### config.mk
export PLATFORM = sky130hd
export DESIGN_NAME = chip_step_sequencer_flat
export DESIGN_NICKNAME = d
export VERILOG_FILES = /design/src/rtl/chip_step_sequencer_pkg.sv /design/src/rtl/chip_step_sequencer_if.sv /design/src/rtl/chip_step_sequencer.sv /design/src/flat_wrapper.sv
export SDC_FILE = /design/constraint.sdc
export NUM_CORES = 1
export LEC_CHECK = 0
export ABC_AREA = 1
export CAP_MARGIN = 10
export CORE_MARGIN = 2
export CORE_UTILIZATION = 25
export CTS_CLUSTER_SIZE = 24
export DETAILED_ROUTE_END_ITERATION = 10
export GPL_TIMING_DRIVEN = 0
export PLACE_DENSITY = 0.47
export SLEW_MARGIN = 40
export SYNTH_ARGS = -nofsm -noshare
export SYNTH_HDL_FRONTEND = slang
export SYNTH_SLANG_ARGS = --single-unit
### constraint.sdc
create_clock -name clock -period 5.4 [get_ports clock]
set_input_delay 0.54 -clock clock [delete_from_list [all_inputs] [get_ports clock]]
set_output_delay 0.54 -clock clock [all_outputs]
set_load 0.02 [all_outputs]
### src/rtl/chip_step_sequencer_pkg.sv
// Shared types and helpers for the step sequencer: state encoding and stop-priority lookup.
package chip_step_sequencer_pkg;

  typedef enum logic [2:0] {
    StIdle,
    StInit,
    StRun,
    StPrint,
    StDone
  } state_e;

  localparam int unsigned RcWidthDefault = 8;
  localparam int unsigned MaxProcesses   = 32;

  // Index of the lowest set bit; 0 when the vector is empty.
  function automatic int unsigned lowest_set_index(input logic [MaxProcesses-1:0] vec);
    int unsigned idx;
    idx = 0;
    for (int i = MaxProcesses - 1; i >= 0; i--) begin
      if (vec[i]) idx = unsigned'(i);
    end
    return idx;
  endfunction

endpackage

### src/rtl/chip_step_sequencer_if.sv
// Control/status bundle between the bench-side controller (master) and the step sequencer (slave).
interface chip_step_sequencer_if #(
  parameter int unsigned PROCESSES  = 4,
  parameter int unsigned PID_WIDTH  = 2,
  parameter int unsigned STEP_WIDTH = 16,
  parameter int unsigned RC_WIDTH   = 8
);
  logic                          start;
  logic [STEP_WIDTH-1:0]         max_steps;
  logic [PROCESSES-1:0]          proc_stop;
  logic [PROCESSES*RC_WIDTH-1:0] proc_rc;

  logic                          init;
  logic [PROCESSES-1:0]          proc_enable;
  logic [PID_WIDTH-1:0]          process_current;
  logic [STEP_WIDTH-1:0]         step;
  logic                          print_strobe;
  logic                          running;
  logic                          done;
  logic                          timed_out;
  logic [RC_WIDTH-1:0]           return_code;

  modport master (
    output start, max_steps, proc_stop, proc_rc,
    input  init, proc_enable, process_current, step, print_strobe, running, done, timed_out,
           return_code
  );

  modport slave (
    input  start, max_steps, proc_stop, proc_rc,
    output init, proc_enable, process_current, step, print_strobe, running, done, timed_out,
           return_code
  );
endinterface

### src/rtl/chip_step_sequencer.sv
// Hardware step loop: one init cycle, then fixed-order rounds granting each process a cycle,
// a print pulse per round, and a halt on the first stop or when the round limit is reached.
module chip_step_sequencer
  import chip_step_sequencer_pkg::*;
#(
  parameter int unsigned PROCESSES  = 4,
  parameter int unsigned PID_WIDTH  = 2,
  parameter int unsigned STEP_WIDTH = 16,
  parameter int unsigned RC_WIDTH   = RcWidthDefault
) (
  input logic                  clock,
  input logic                  reset_n,
  chip_step_sequencer_if.slave bus
);

  state_e                state_q, state_d;
  logic [PID_WIDTH-1:0]  pid_q, pid_d;
  logic [STEP_WIDTH-1:0] step_q, step_d;
  logic [STEP_WIDTH-1:0] max_q, max_d;
  logic                  timed_out_q, timed_out_d;
  logic [RC_WIDTH-1:0]   rc_q, rc_d;

  logic                  stop_any;
  int unsigned           stop_idx;
  logic [RC_WIDTH-1:0]   rc_sel;
  logic [STEP_WIDTH-1:0] step_inc;
  logic [STEP_WIDTH-1:0] halt_step;
  logic                  check_halt;

  always_ff @(posedge clock or negedge reset_n) begin
    if (!reset_n) begin
      state_q     <= StIdle;
      pid_q       <= '0;
      step_q      <= '0;
      max_q       <= '0;
      timed_out_q <= 1'b0;
      rc_q        <= '0;
    end else begin
      state_q     <= state_d;
      pid_q       <= pid_d;
      step_q      <= step_d;
      max_q       <= max_d;
      timed_out_q <= timed_out_d;
      rc_q        <= rc_d;
    end
  end

  always_comb begin
    stop_any = |bus.proc_stop;
    stop_idx = lowest_set_index(MaxProcesses'(bus.proc_stop));
    rc_sel   = '0;
    for (int i = 0; i < int'(PROCESSES); i++) begin
      if (unsigned'(i) == stop_idx) rc_sel = bus.proc_rc[i*RC_WIDTH +: RC_WIDTH];
    end
    // Saturate so an all-ones limit still terminates.
    step_inc  = (&step_q) ? step_q : step_q + 1'b1;
    halt_step = (state_q == StPrint) ? step_inc : step_q;
  end

  always_comb begin
    state_d     = state_q;
    pid_d       = pid_q;
    step_d      = step_q;
    max_d       = max_q;
    timed_out_d = timed_out_q;
    rc_d        = rc_q;
    check_halt  = 1'b0;

    unique case (state_q)
      StIdle, StDone: begin
        if (bus.start) begin
          state_d     = StInit;
          max_d       = bus.max_steps;
          step_d      = '0;
          pid_d       = '0;
          timed_out_d = 1'b0;
          rc_d        = '0;
        end
      end
      StInit: check_halt = 1'b1;
      StRun: begin
        if (pid_q == PID_WIDTH'(PROCESSES - 1)) begin
          state_d = StPrint;
          pid_d   = '0;
        end else begin
          pid_d = pid_q + 1'b1;
        end
      end
      StPrint: begin
        step_d     = step_inc;
        check_halt = 1'b1;
      end
      default: state_d = StIdle;
    endcase

    if (check_halt) begin
      if (stop_any) begin
        state_d     = StDone;
        timed_out_d = 1'b0;
        rc_d        = rc_sel;
      end else if (halt_step >= max_q) begin
        state_d     = StDone;
        timed_out_d = 1'b1;
        rc_d        = '0;
      end else begin
        state_d = StRun;
        pid_d   = '0;
      end
    end
  end

  // Outputs decode registered state only.
  always_comb begin
    bus.init            = (state_q == StInit);
    bus.proc_enable     = '0;
    bus.process_current = '0;
    if (state_q == StInit) begin
      bus.proc_enable = '1;
    end else if (state_q == StRun) begin
      bus.proc_enable     = PROCESSES'(1) << pid_q;
      bus.process_current = pid_q;
    end
    bus.step         = step_q;
    bus.print_strobe = (state_q == StPrint);
    bus.running      = (state_q == StInit) || (state_q == StRun) || (state_q == StPrint);
    bus.done         = (state_q == StDone);
    bus.timed_out    = timed_out_q;
    bus.return_code  = rc_q;
  end

endmodule
### src/flat_wrapper.sv
// flat-port wrapper written by rule: the top's interface ports become plain ports
module chip_step_sequencer_flat import chip_step_sequencer_pkg::*;
#(
  parameter int unsigned PROCESSES  = 4,
  parameter int unsigned PID_WIDTH  = 2,
  parameter int unsigned STEP_WIDTH = 16,
  parameter int unsigned RC_WIDTH   = RcWidthDefault
)
  (clock, reset_n, bus_start, bus_max_steps, bus_proc_stop, bus_proc_rc, bus_init, bus_proc_enable, bus_process_current, bus_step, bus_print_strobe, bus_running, bus_done, bus_timed_out, bus_return_code);
  chip_step_sequencer_if #(.PROCESSES(PROCESSES), .PID_WIDTH(PID_WIDTH), .STEP_WIDTH(STEP_WIDTH), .RC_WIDTH(RC_WIDTH)) bus_i ();
  input logic clock;
  input logic reset_n;
  input wire logic [$bits(bus_i.start)-1:0] bus_start;
  input wire logic [$bits(bus_i.max_steps)-1:0] bus_max_steps;
  input wire logic [$bits(bus_i.proc_stop)-1:0] bus_proc_stop;
  input wire logic [$bits(bus_i.proc_rc)-1:0] bus_proc_rc;
  output wire logic [$bits(bus_i.init)-1:0] bus_init;
  output wire logic [$bits(bus_i.proc_enable)-1:0] bus_proc_enable;
  output wire logic [$bits(bus_i.process_current)-1:0] bus_process_current;
  output wire logic [$bits(bus_i.step)-1:0] bus_step;
  output wire logic [$bits(bus_i.print_strobe)-1:0] bus_print_strobe;
  output wire logic [$bits(bus_i.running)-1:0] bus_running;
  output wire logic [$bits(bus_i.done)-1:0] bus_done;
  output wire logic [$bits(bus_i.timed_out)-1:0] bus_timed_out;
  output wire logic [$bits(bus_i.return_code)-1:0] bus_return_code;
  assign bus_i.start = bus_start;
  assign bus_i.max_steps = bus_max_steps;
  assign bus_i.proc_stop = bus_proc_stop;
  assign bus_i.proc_rc = bus_proc_rc;
  assign bus_init = bus_i.init;
  assign bus_proc_enable = bus_i.proc_enable;
  assign bus_process_current = bus_i.process_current;
  assign bus_step = bus_i.step;
  assign bus_print_strobe = bus_i.print_strobe;
  assign bus_running = bus_i.running;
  assign bus_done = bus_i.done;
  assign bus_timed_out = bus_i.timed_out;
  assign bus_return_code = bus_i.return_code;
  chip_step_sequencer #(.PROCESSES(PROCESSES), .PID_WIDTH(PID_WIDTH), .STEP_WIDTH(STEP_WIDTH), .RC_WIDTH(RC_WIDTH)) u_core (.clock(clock), .reset_n(reset_n), .bus(bus_i));
endmodule
==> flow_metrics.py, run 1 <==
metrics = {
    "clock_tree": {
        "cts_htree_levels": 2,
        "post_cts_resized": 0,
        "clkSlewWorstSetupHoldPaths_ns": 0.07,
        "cts_tree": "built",
        "cts_root_buf": "clkbuf_16",
        "cts_hold_buf": 0,
        "numClockSinks": 46,
        "clock_path_buffers": 2,
        "clock_latency_ns": 0.29,
        "cts_setup_buffers": 0,
        "cts_buffers": 5,
    },
    "timing": {
        "clock.fmax_ghz": 0.325,
        "hold_violations": 0,
        "fin_tns_setup_ns": 0,
        "drv_slew": 0,
        "setup_violations": 0,
        "clock_skew_ns": 0.00690,
        "worst_slew_pin_slew_ns": 0.589,
        "slew-limit-headroom": 0.605,
        "fin_crit_ns": 3.08,
        "period_share": 0.570,
        "rsz0062_at_grt": "no",
    },
    "synthesis": {
        "synth_edf_count": 0,
        "syn_avg_cell_area_sq_um": 6.95,
        "yosysMostFrequentCell": "nand2_1",
        "synthArstFlopShare": 1.00,
        "netlist_instances": 461,
        "syn_nets": 537,
        "synth_warnings": 0,
        "synthFlopType": "dfrtp_1",
        "synth_area_leader_cell": "dfrtp_1",
        "ys_ff_latch": 46,
        "yosysSeqAreaShare": 0.360,
        "ys_top_cells_by_area": "dfrtp_1 (36%), nand2_1 (17%), ha_1 (8.2%)",
        "synth_cell_type_count": 29,
        "synth_common_cells": "nand2_1 (149), inv_1 (67), nor2_1 (50), o21ai_0 (49), dfrtp_1 (46)",
        "syn_area_sq_um": 3200,
        "synth_top_area_frac": 0.360,
    },
    "setup_path": {
        "max_stage_delay_ns": 0.42,
        "cp_cell_sequence": "ha_1 -> nand2_2 -> nor2_4 -> nand4_2 -> nor2_4 -> nand2_4 -> nand3_1 -> nand3_1 -> o21ai_0 -> ha_1 -> nand2_1 -> inv_1 -> nand2_1 -> nor2_1 -> nor2_1 -> nand2_1 -> nand2_1 -> nand3_1 -> nand2_1 -> nand2_1 -> nand2_1",
        "critPathRequiredTime_ns": 5.63,
        "cp_common_cell": "nand2_1",
        "crit_path_start": "u_core.bus.step[0]",
        "path_class": "flop to flop",
        "worstReg2RegStart": "u_core.bus.step[0]",
        "crit_slowest_cell": "dfrtp_1",
        "crit_arrival_ns": 3.31,
        "crit_fanout": 9,
        "path_buf_inv": 1,
        "cpLargestDelayFamily": "simple AND/OR/NAND/NOR gates",
        "worstSetupStartpointType": "flop",
        "endpoint_kind": "flop",
    },
    "outcome": {
        "status": "finished, final reports clean",
    },
    "power": {
        "peakVddDrop_mv": 0.133,
        "power_uw": 1110,
        "p_int_uw": 784,
        "powerDensity_nw_per_um2": 246,
        "pwr-share-seq": 0.366,
        "pwr-share-comb": 0.266,
        "clkPwrFrac": 0.369,
        "sw_frac_of_total": 0.294,
        "p_leak_uw": 0.00224,
        "p_sw_uw": 326,
    },
    "global_routing": {
        "antenna_found_initial": 0,
        "grt_pass1_wl_um": 14600,
        "grt_max_degree": 31,
        "grt.overflow.total": 0,
        "track_usage": 0.136,
        "grt_pass1_vias": 3065,
    },
    "die": {
        "coreArea_sq_um": 12600,
        "rows": 41,
        "chipHeight_um": 117,
        "die_area_sq_um": 13700,
        "pin_count": 90,
        "start_util": 0.255,
        "fp.dieW_um": 117,
    },
    "drt": {
        "ant_nets": 0,
        "drc": 0,
        "drt_wl_total_um": 9010,
        "vias": 3137,
        "drt-pass1-iter-count": 4,
        "wl_per_cell_um": 12.3,
        "drt-initial-drc-count": 102,
        "via_per_inst": 4.29,
    },
    "finish": {
        "final_net_count": 634,
        "seq_area_sq_um": 1150,
        "synthToLayoutAreaGrowth_pct": 41.1,
        "n_antenna_cell": 0,
        "drive_gt1_frac": 0.0680,
        "n_fill_cell": 1369,
        "multi_input_area_sq_um": 1740,
    },
    "min_path": {
        "hold_path.class": "input port to asynchronous set/reset pin",
    },
    "placement": {
        "io_buffers": 89,
        "globalplace.congestion": 0.826,
        "dp_hpwl_um": 7350,
    },
    "run": {
        "drv_cap": 0,
    },
}
==> layout by cell type (no fill, tap or decap), types with 2 or more instances in the layout <==
master | Yosys | layout
buf_4 | 2 | 3
o21ai_1 | 2 | 2
nor3_2 | 2 | 2
clkbuf_16 | 0 | 5
o211ai_1 | 6 | 6
inv_2 | 3 | 3
nor2_4 | 3 | 3
xor2_1 | 6 | 6
a21oi_1 | 9 | 9
nor2_1 | 50 | 50
nand2_2 | 3 | 3
nor3_1 | 3 | 3
buf_2 | 5 | 5
nand4_1 | 3 | 3
ha_1 | 21 | 21
o21ai_0 | 49 | 49
nand2_1 | 149 | 149
bufinv_16 | 0 | 2
dfrtp_1 | 46 | 46
nand3_1 | 21 | 21
inv_1 | 67 | 67
nor2_2 | 2 | 2
clkdlybuf4s50_1 | 0 | 88
==> power groups by stage <==
stage / clock network [uW] / registers [uW] / logic, uW
2_1_floorplan: 0 / 427 / 143
3_3_place_gp: 0 / 411 / 296
3_5_place_dp: 0 / 413 / 299
4_1_cts: 422 / 407 / 302
5_1_grt: 436 / 411 / 332
6_report: 409 / 406 / 295
==> worst register-to-register path, cell delays in order (launching register included) <==
cell	delay (ns)
dfrtp_1	0.42
ha_1	0.24
nand2_2	0.08
nor2_4	0.17
nand4_2	0.14
nor2_4	0.17
nand2_4	0.10
nand3_1	0.08
nand3_1	0.08
o21ai_0	0.15
ha_1	0.32
nand2_1	0.07
inv_1	0.05
nand2_1	0.08
nor2_1	0.05
nor2_1	0.07
nand2_1	0.07
nand2_1	0.08
nand3_1	0.15
nand2_1	0.30
nand2_1	0.10
nand2_1	0.07
==> per-stage QoR <==
stage,area [sq um],std cells,setup WS [ns],util,hold WS (ns)
final,4520,731,2.32,0.360,0.114
after global routing,4520,731,1.92,0.360,0.121
after CTS,4520,731,2.31,0.360,0.120
after detailed placement,4330,723,2.33,0.344,0.429
after global placement,4310,722,2.29,0.343,0.484
after floorplan,3200,461,2.77,-,0.244
==> area by class of cell <==
class	instances	area share
multi-input cells	337	0.386
clock buffers	5	0.0277
flip-flops and latches	46	0.255
plain buffers	8	0.00969
clock inverters	3	0.0152
repair buffers	90	0.201
inverters	70	0.0581
well taps	172	0.0476
==> cells by family after synthesis <==
family,share of synthesized area
buf+inv,0.0957
flops,0.360
xor+xnor,0.0215
fa+ha+maj,0.0821
simple gates,0.327
compound gates,0.114
==> worst paths after layout <==
check | endpoint | slack (ns) | depth (start not counted)
max in group asynchronous | u_core.max_q[0] | 4.84 | 2
worst min-delay path | u_core.max_q[14] | 0.11 | 1
worst max register to register | u_core.bus.return_code[1] | 2.32 | 21
min in group clock | u_core.max_q[0] | 0.50 | 2
worst min register to register | u_core.max_q[0] | 0.50 | 2
worst max-delay path | u_core.bus.return_code[1] | 2.32 | 21
==> metal layers <==
layer / vias up / wire (um) / global-route usage
li1: 1638 / - / -
met1: 1411 / 4090 / 0.169
met2: 79 / 4190 / 0.229
met3: 9 / 653 / 0.0412
met4: 0 / 81 / 0.0329
met5: - / 0 / 0
==> sequential cells by signal (all words and copies together), names as in the netlist <==
signal	cells
u_core.bus.step	16
u_core.bus.timed_out	1
u_core.bus.return_code	8
u_core.max_q	16
u_core.pid_q	2
u_core.state_q	3
Power figures use the tool's default switching activity.
==> run 2, diff against run 1 <==
--- a/config.mk
+++ b/config.mk
@@ -12,7 +12,7 @@
 export CTS_CLUSTER_SIZE = 24
 export DETAILED_ROUTE_END_ITERATION = 10
 export GPL_TIMING_DRIVEN = 0
-export PLACE_DENSITY = 0.47
+export PLACE_DENSITY = 0.49
 export SLEW_MARGIN = 40
 export SYNTH_ARGS = -nofsm -noshare
 export SYNTH_HDL_FRONTEND = slang
==> constraint.sdc (replaced) <==
create_clock -name clock -period 2.8 [get_ports clock]
set_input_delay 0.28 -clock clock [delete_from_list [all_inputs] [get_ports clock]]
set_output_delay 0.28 -clock clock [all_outputs]
set_load 0.02 [all_outputs]
==> run 2 against run 1 <==
  * Via count up 4.4%
  * Design area grew 3.8%
  * Critical endpoint is now u_core.bus.return_code[6]
  * Register-to-register slack lost 2.3 ns
  * Total power up 86%
  * Die area stayed put
  * Global-route usage increased by 0.15 points
  * Largest power group is now registers
  * Non-clock buffer count increased by 9
  * Highest routed layer unchanged
  * Utilization increased by 1.4 points
  * Maximum frequency increased by 12%
==> flow_metrics.py, run 2 (same netlist as run 1, synthesis figures left out) <==
metrics = {
    "timing": {
        "setup_violations": 0,
        "slew-limit-headroom": 0.598,
        "fin_crit_ns": 2.75,
        "drv_slew": 0,
        "rsz0062_at_grt": "yes",
        "hold_violations": 0,
        "clock.fmax_ghz": 0.364,
        "period_share": 0.980,
        "clock_skew_ns": 0.00584,
        "worst_slew_pin_slew_ns": 0.599,
    },
    "setup_path": {
        "cpLargestDelayFamily": "simple AND/OR/NAND/NOR gates",
        "endpoint_kind": "flop",
        "crit_fanout": 5,
        "crit_arrival_ns": 2.97,
        "max_stage_delay_ns": 0.43,
        "cp_cell_sequence": "ha_4 -> nand2_4 -> nor2_4 -> nand4_4 -> nor2_4 -> buf_4 -> o21ai_0 -> o211ai_1 -> nand2_1 -> ha_1 -> nand4_1 -> a21oi_2 -> nor2_2 -> nand3_4 -> nand2_4 -> nand2_1 -> nand2_1",
        "cp_common_cell": "nand2_1",
        "critPathRequiredTime_ns": 3.02,
        "worstSetupStartpointType": "flop",
        "path_buf_inv": 1,
        "crit_slowest_cell": "dfrtp_1",
        "path_class": "flop to flop",
    },
    "die": {
        "rows": 41,
        "coreArea_sq_um": 12600,
        "fp.dieW_um": 117,
        "start_util": 0.255,
        "die_area_sq_um": 13700,
        "chipHeight_um": 117,
        "pin_count": 90,
    },
    "drt": {
        "drt-pass1-iter-count": 4,
        "drc": 0,
        "drt_wl_total_um": 9290,
        "wl_per_cell_um": 12.5,
        "ant_nets": 0,
        "vias": 3276,
        "via_per_inst": 4.42,
        "drt-initial-drc-count": 143,
    },
    "global_routing": {
        "grt_pass1_vias": 3148,
        "antenna_found_initial": 0,
        "grt_pass1_wl_um": 14900,
        "grt.overflow.total": 0,
        "track_usage": 0.137,
        "grt_max_degree": 28,
    },
    "finish": {
        "multi_input_area_sq_um": 1860,
        "final_cell_mix": "nand2_1 (138), clkdlybuf4s50_1 (88), inv_1 (66)",
        "drive_gt1_frac": 0.130,
        "final_common_cell": "nand2_1",
        "n_antenna_cell": 0,
        "stdcell_area_sq_um": 4690,
        "seq_area_sq_um": 1160,
        "n_fill_cell": 1353,
        "synthToLayoutAreaGrowth_pct": 46.5,
        "final_net_count": 644,
    },
    "power": {
        "peakVddDrop_mv": 0.232,
        "p_leak_uw": 0.00231,
        "powerDensity_nw_per_um2": 440,
        "power_uw": 2060,
    },
    "run": {
        "drv_cap": 0,
    },
    "min_path": {
        "hold_path.class": "input port to asynchronous set/reset pin",
    },
    "clock_tree": {
        "cts_buffers": 5,
        "clkSlewWorstSetupHoldPaths_ns": 0.06,
        "cts_htree_levels": 2,
        "clock_path_buffers": 2,
        "cts_root_buf": "clkbuf_16",
        "cts_tree": "built",
        "clock_latency_ns": 0.28,
        "numClockSinks": 46,
    },
    "placement": {
        "place_area_sq_um": 4330,
        "dp_hpwl_um": 7300,
        "io_buffers": 89,
        "globalplace.congestion": 0.803,
    },
    "outcome": {
        "status": "finished, final reports clean",
    },
}
==> run 2: cell count changes in the layout (fill, tap and decap cells not counted), sizes merged <==
| cell | change |
|---|---|
| buf | +8 |
| bufinv | -1 |
| clkinv | +1 |
| dlygate4sd3 | +1 |
| nand2 | +1 |
==> run 2: path summary, 6_finish.rpt <==
path | cells after the start | slack [ns] | from | end
setup reg to reg | 17 | 0.05 | u_core.bus.step[1] | u_core.bus.return_code[6]
min in group clock | 2 | 0.52 | u_core.max_q[0] | u_core.max_q[0]
hold / removal | 2 | 0.43 | reset_n | u_core.bus.step[5]
hold reg to reg | 2 | 0.52 | u_core.max_q[0] | u_core.max_q[0]
setup / recovery | 17 | 0.05 | u_core.bus.step[1] | u_core.bus.return_code[6]
max in group asynchronous | 3 | 1.92 | reset_n | u_core.bus.step[11]
==> run 2: worst reg2reg max path: stages, from the launching register on <==
cell and delay, ns:
dfrtp_1 0.43, ha_4 0.18, nand2_4 0.05, nor2_4 0.19, nand4_4 0.11, nor2_4 0.15, buf_4 0.13, o21ai_0 0.10
o211ai_1 0.16, nand2_1 0.10, ha_1 0.28, nand4_1 0.14, a21oi_2 0.06, nor2_2 0.19, nand3_4 0.15, nand2_4 0.15
nand2_1 0.06, nand2_1 0.06
==> run 2: power breakdown <==
group          leakage, uW  switching [uW]  total, uW  internal (uW)
logic              0.00162             338        607            269
clock network    0.0000836             253        672            418
registers         0.000598            38.7        785            746
==> run 2: metrics by stage <==
stage,hold slack (ns),setup slack [ns],TNS [ns],instances,util
floorplan,-0.0156,0.174,0,461,-
global placement,0.502,-0.226,-2.63,722,0.343
detailed placement,0.188,-0.237,-2.03,723,0.344
CTS,0.429,0.0107,0,735,0.362
global route,0.466,-0.150,-1.30,741,0.373
finish,0.425,0.0549,0,741,0.373
==> run 2: cell type report <==
class / instances / share of cell area
Buffer: 8 / 0.00987
Clock buffer: 5 / 0.0267
Clock inverter: 3 / 0.00854
Inverter: 70 / 0.0560
Multi-Input combinational cell: 338 / 0.398
Sequential cell: 46 / 0.247
Tap cell: 172 / 0.0459
Timing Repair Buffer: 99 / 0.209
==> run 2: per-layer routing <==
| layer | routed length (um) | vias up | GRT usage |
|---|---|---|---|
| li1 | - | 1666 | - |
| met1 | 4070 | 1513 | 0.173 |
| met2 | 4450 | 93 | 0.233 |
| met3 | 725 | 4 | 0.0422 |
| met4 | 40 | 0 | 0.0243 |
| met5 | 0 | - | 0 |
==> run 2: timing repair <==
action,CTS,global route
pin swaps,0,23
gates cloned,0,1
endpoints found under the setup margin,9,13
hold endpoints to repair,19,0
resized for setup,7,36
setup buffers,3,5
hold buffers,1,0
==> run 3, diff against run 2 <==
--- a/config.mk
+++ b/config.mk
@@ -8,11 +8,11 @@
 export ABC_AREA = 1
 export CAP_MARGIN = 10
 export CORE_MARGIN = 2
-export CORE_UTILIZATION = 25
+export CORE_UTILIZATION = 44
 export CTS_CLUSTER_SIZE = 24
 export DETAILED_ROUTE_END_ITERATION = 10
 export GPL_TIMING_DRIVEN = 0
-export PLACE_DENSITY = 0.49
+export PLACE_DENSITY = 0.77
 export SLEW_MARGIN = 40
 export SYNTH_ARGS = -nofsm -noshare
 export SYNTH_HDL_FRONTEND = slang
==> run 3 against run 2 <==
  * Global-route usage is 8.0 points higher
  * First-iteration DRC count is 14% higher
  * Sequential power hardly changed
  * Critical path depth stayed put
  * Maximum frequency is 0.48% lower
  * Setup slack worse by 0.013 ns
  * Largest cell class unchanged
  * Total power is 3.3% lower
  * Clock-buffer cell count is 1 higher
  * Highest routed layer unchanged
==> flow_metrics.py, run 3 (same netlist as run 1, synthesis figures left out) <==
metrics = {
    "finish": {
        "stdcell_count": 672,
        "final_net_count": 648,
        "drive_gt1_frac": 0.143,
        "final_cell_mix": "nand2_1 (139), clkdlybuf4s50_1 (88), inv_1 (65)",
        "n_antenna_cell": 0,
        "stdcell_area_sq_um": 4590,
        "synthToLayoutAreaGrowth_pct": 43.5,
        "final_common_cell": "nand2_1",
    },
    "placement": {
        "io_buffers": 89,
        "globalplace.congestion": 0.884,
        "dp_hpwl_um": 6440,
        "dpl.cell_count": 650,
        "place_area_sq_um": 4230,
    },
    "clock_tree": {
        "clock_path_buffers": 2,
        "numClockSinks": 46,
        "cts_root_buf": "clkbuf_8",
        "clock_latency_ns": 0.30,
        "cts_htree_levels": 2,
        "cts_tree": "built",
        "clkSlewWorstSetupHoldPaths_ns": 0.09,
        "cts_buffers": 5,
    },
    "setup_path": {
        "worstReg2RegStart": "u_core.bus.step[1]",
        "endpoint_kind": "flop",
        "crit_fanout": 5,
        "rr_worst_depth": 17,
        "crit_arrival_ns": 2.94,
        "critPathRequiredTime_ns": 2.98,
        "path_class": "flop to flop",
        "worstSetupStartpointType": "flop",
        "r2r_slack_ns": 0.04,
        "rr_endpoint": "u_core.bus.return_code[7]",
        "crit_path_start": "u_core.bus.step[1]",
    },
    "die": {
        "chipHeight_um": 89.3,
        "die_area_sq_um": 7980,
        "pin_count": 90,
        "start_util": 0.449,
        "fp.dieW_um": 89.3,
        "rows": 31,
        "coreArea_sq_um": 7140,
    },
    "run": {
        "drv_cap": 0,
    },
    "global_routing": {
        "track_usage": 0.217,
        "antenna_found_initial": 0,
        "grt.overflow.total": 0,
        "grt_pass1_vias": 3094,
        "grt_pass1_wl_um": 13600,
        "grt_max_degree": 34,
    },
    "timing": {
        "setup_violations": 0,
        "worst_slew_pin_slew_ns": 0.553,
        "rsz0062_at_grt": "yes",
        "slew-limit-headroom": 0.629,
        "hold_violations": 0,
        "fin_crit_ns": 2.76,
        "fin_tns_setup_ns": 0,
        "drv_slew": 0,
        "clock_skew_ns": 0.00719,
        "clock.fmax_ghz": 0.363,
        "period_share": 0.985,
    },
    "drt": {
        "drt_wl_total_um": 8480,
        "drc": 0,
        "drt-pass1-iter-count": 5,
        "vias": 3297,
        "ant_nets": 0,
        "wl_per_cell_um": 12.6,
        "drt-initial-drc-count": 163,
        "via_per_inst": 4.91,
    },
    "power": {
        "powerDensity_nw_per_um2": 435,
        "peakVddDrop_mv": 0.295,
        "p_leak_uw": 0.00228,
    },
    "outcome": {
        "status": "finished, final reports clean",
    },
    "min_path": {
        "hold_path.class": "input port to asynchronous set/reset pin",
    },
}
run 3: cell types whose count changed in the layout (fill, tap and decap cells not counted), sizes merged:
cell,change
buf,+3
bufinv,+1
clkbuf,+2
clkinv,-2
run 3: cell type report:
class                   count  area, sq um
well taps                  99          124
fillers                   618         2540
plain buffers               8         50.0
flip-flops and latches     46         1160
multi-input cells         338         1840
clock inverters             2         60.1
repair buffers            103         1010
inverters                  70          263
clock buffers               6         82.6
run 3: power by group:
group          total, uW  switching, uW  leakage (uW)  internal (uW)
Combinational        604            333       0.00162            271
Clock                607            227     0.0000714            381
Sequential           784           38.8      0.000591            746
Total               2000            599       0.00228           1400
run 3: how the worst max path moves through the flow:
| stage | end | slack (ns) |
|---|---|---|
| finish | u_core.bus.return_code[7] | 0.04 |
| global route | u_core.bus.return_code[7] | -0.13 |
| CTS | u_core.bus.return_code[7] | 0.009 |
| detailed placement | u_core.bus.return_code[7] | -0.19 |
| global placement | u_core.bus.return_code[0] | -0.12 |
| floorplan | u_core.state_q[2] | 0.17 |
run 3: critical path: stages (launching register included):
cell and delay [ns]:
dfrtp_1 0.37, ha_2 0.21, nand2_2 0.07, nor2_4 0.21, nand4_4 0.12, nor2_4 0.16
buf_4 0.13, o21ai_0 0.09, o211ai_1 0.14, nand2_1 0.11, ha_1 0.28, nand4_1 0.13
nor2_1 0.16, nand2_2 0.10, nand3_4 0.14, nand2_4 0.09, nand2_1 0.06, nand2_1 0.05
run 3: layer usage:
layer / GRT usage / share of wire / vias up
li1: - / - / 1670
met1: 0.253 / 0.40 / 1525
met5: 0 / 0 / -
met2: 0.393 / 0.51 / 95
met4: 0.0488 / 0.0074 / 0
met3: 0.0637 / 0.074 / 7
run 3: stage by stage:
stage          hold slack (ns)  utilization  setup slack (ns)  total power [uW]
2_1_floorplan          -0.0156            -             0.174              1100
3_3_place_gp             0.494        0.591            -0.116              1350
3_5_place_dp             0.151        0.593            -0.191              1370
4_1_cts                  0.384        0.619           0.00893              1990
5_1_grt                  0.381        0.644            -0.129              2130
6_report                 0.385        0.644            0.0416              2000
run 3: timing repair:
item	CTS	global route
cloned	0	1
endpoints found under the setup margin	9	13
endpoints found under the hold margin	13	0
hold buffers	1	0
pin swaps	0	19
gates resized for setup	4	43
setup buffers	2	10
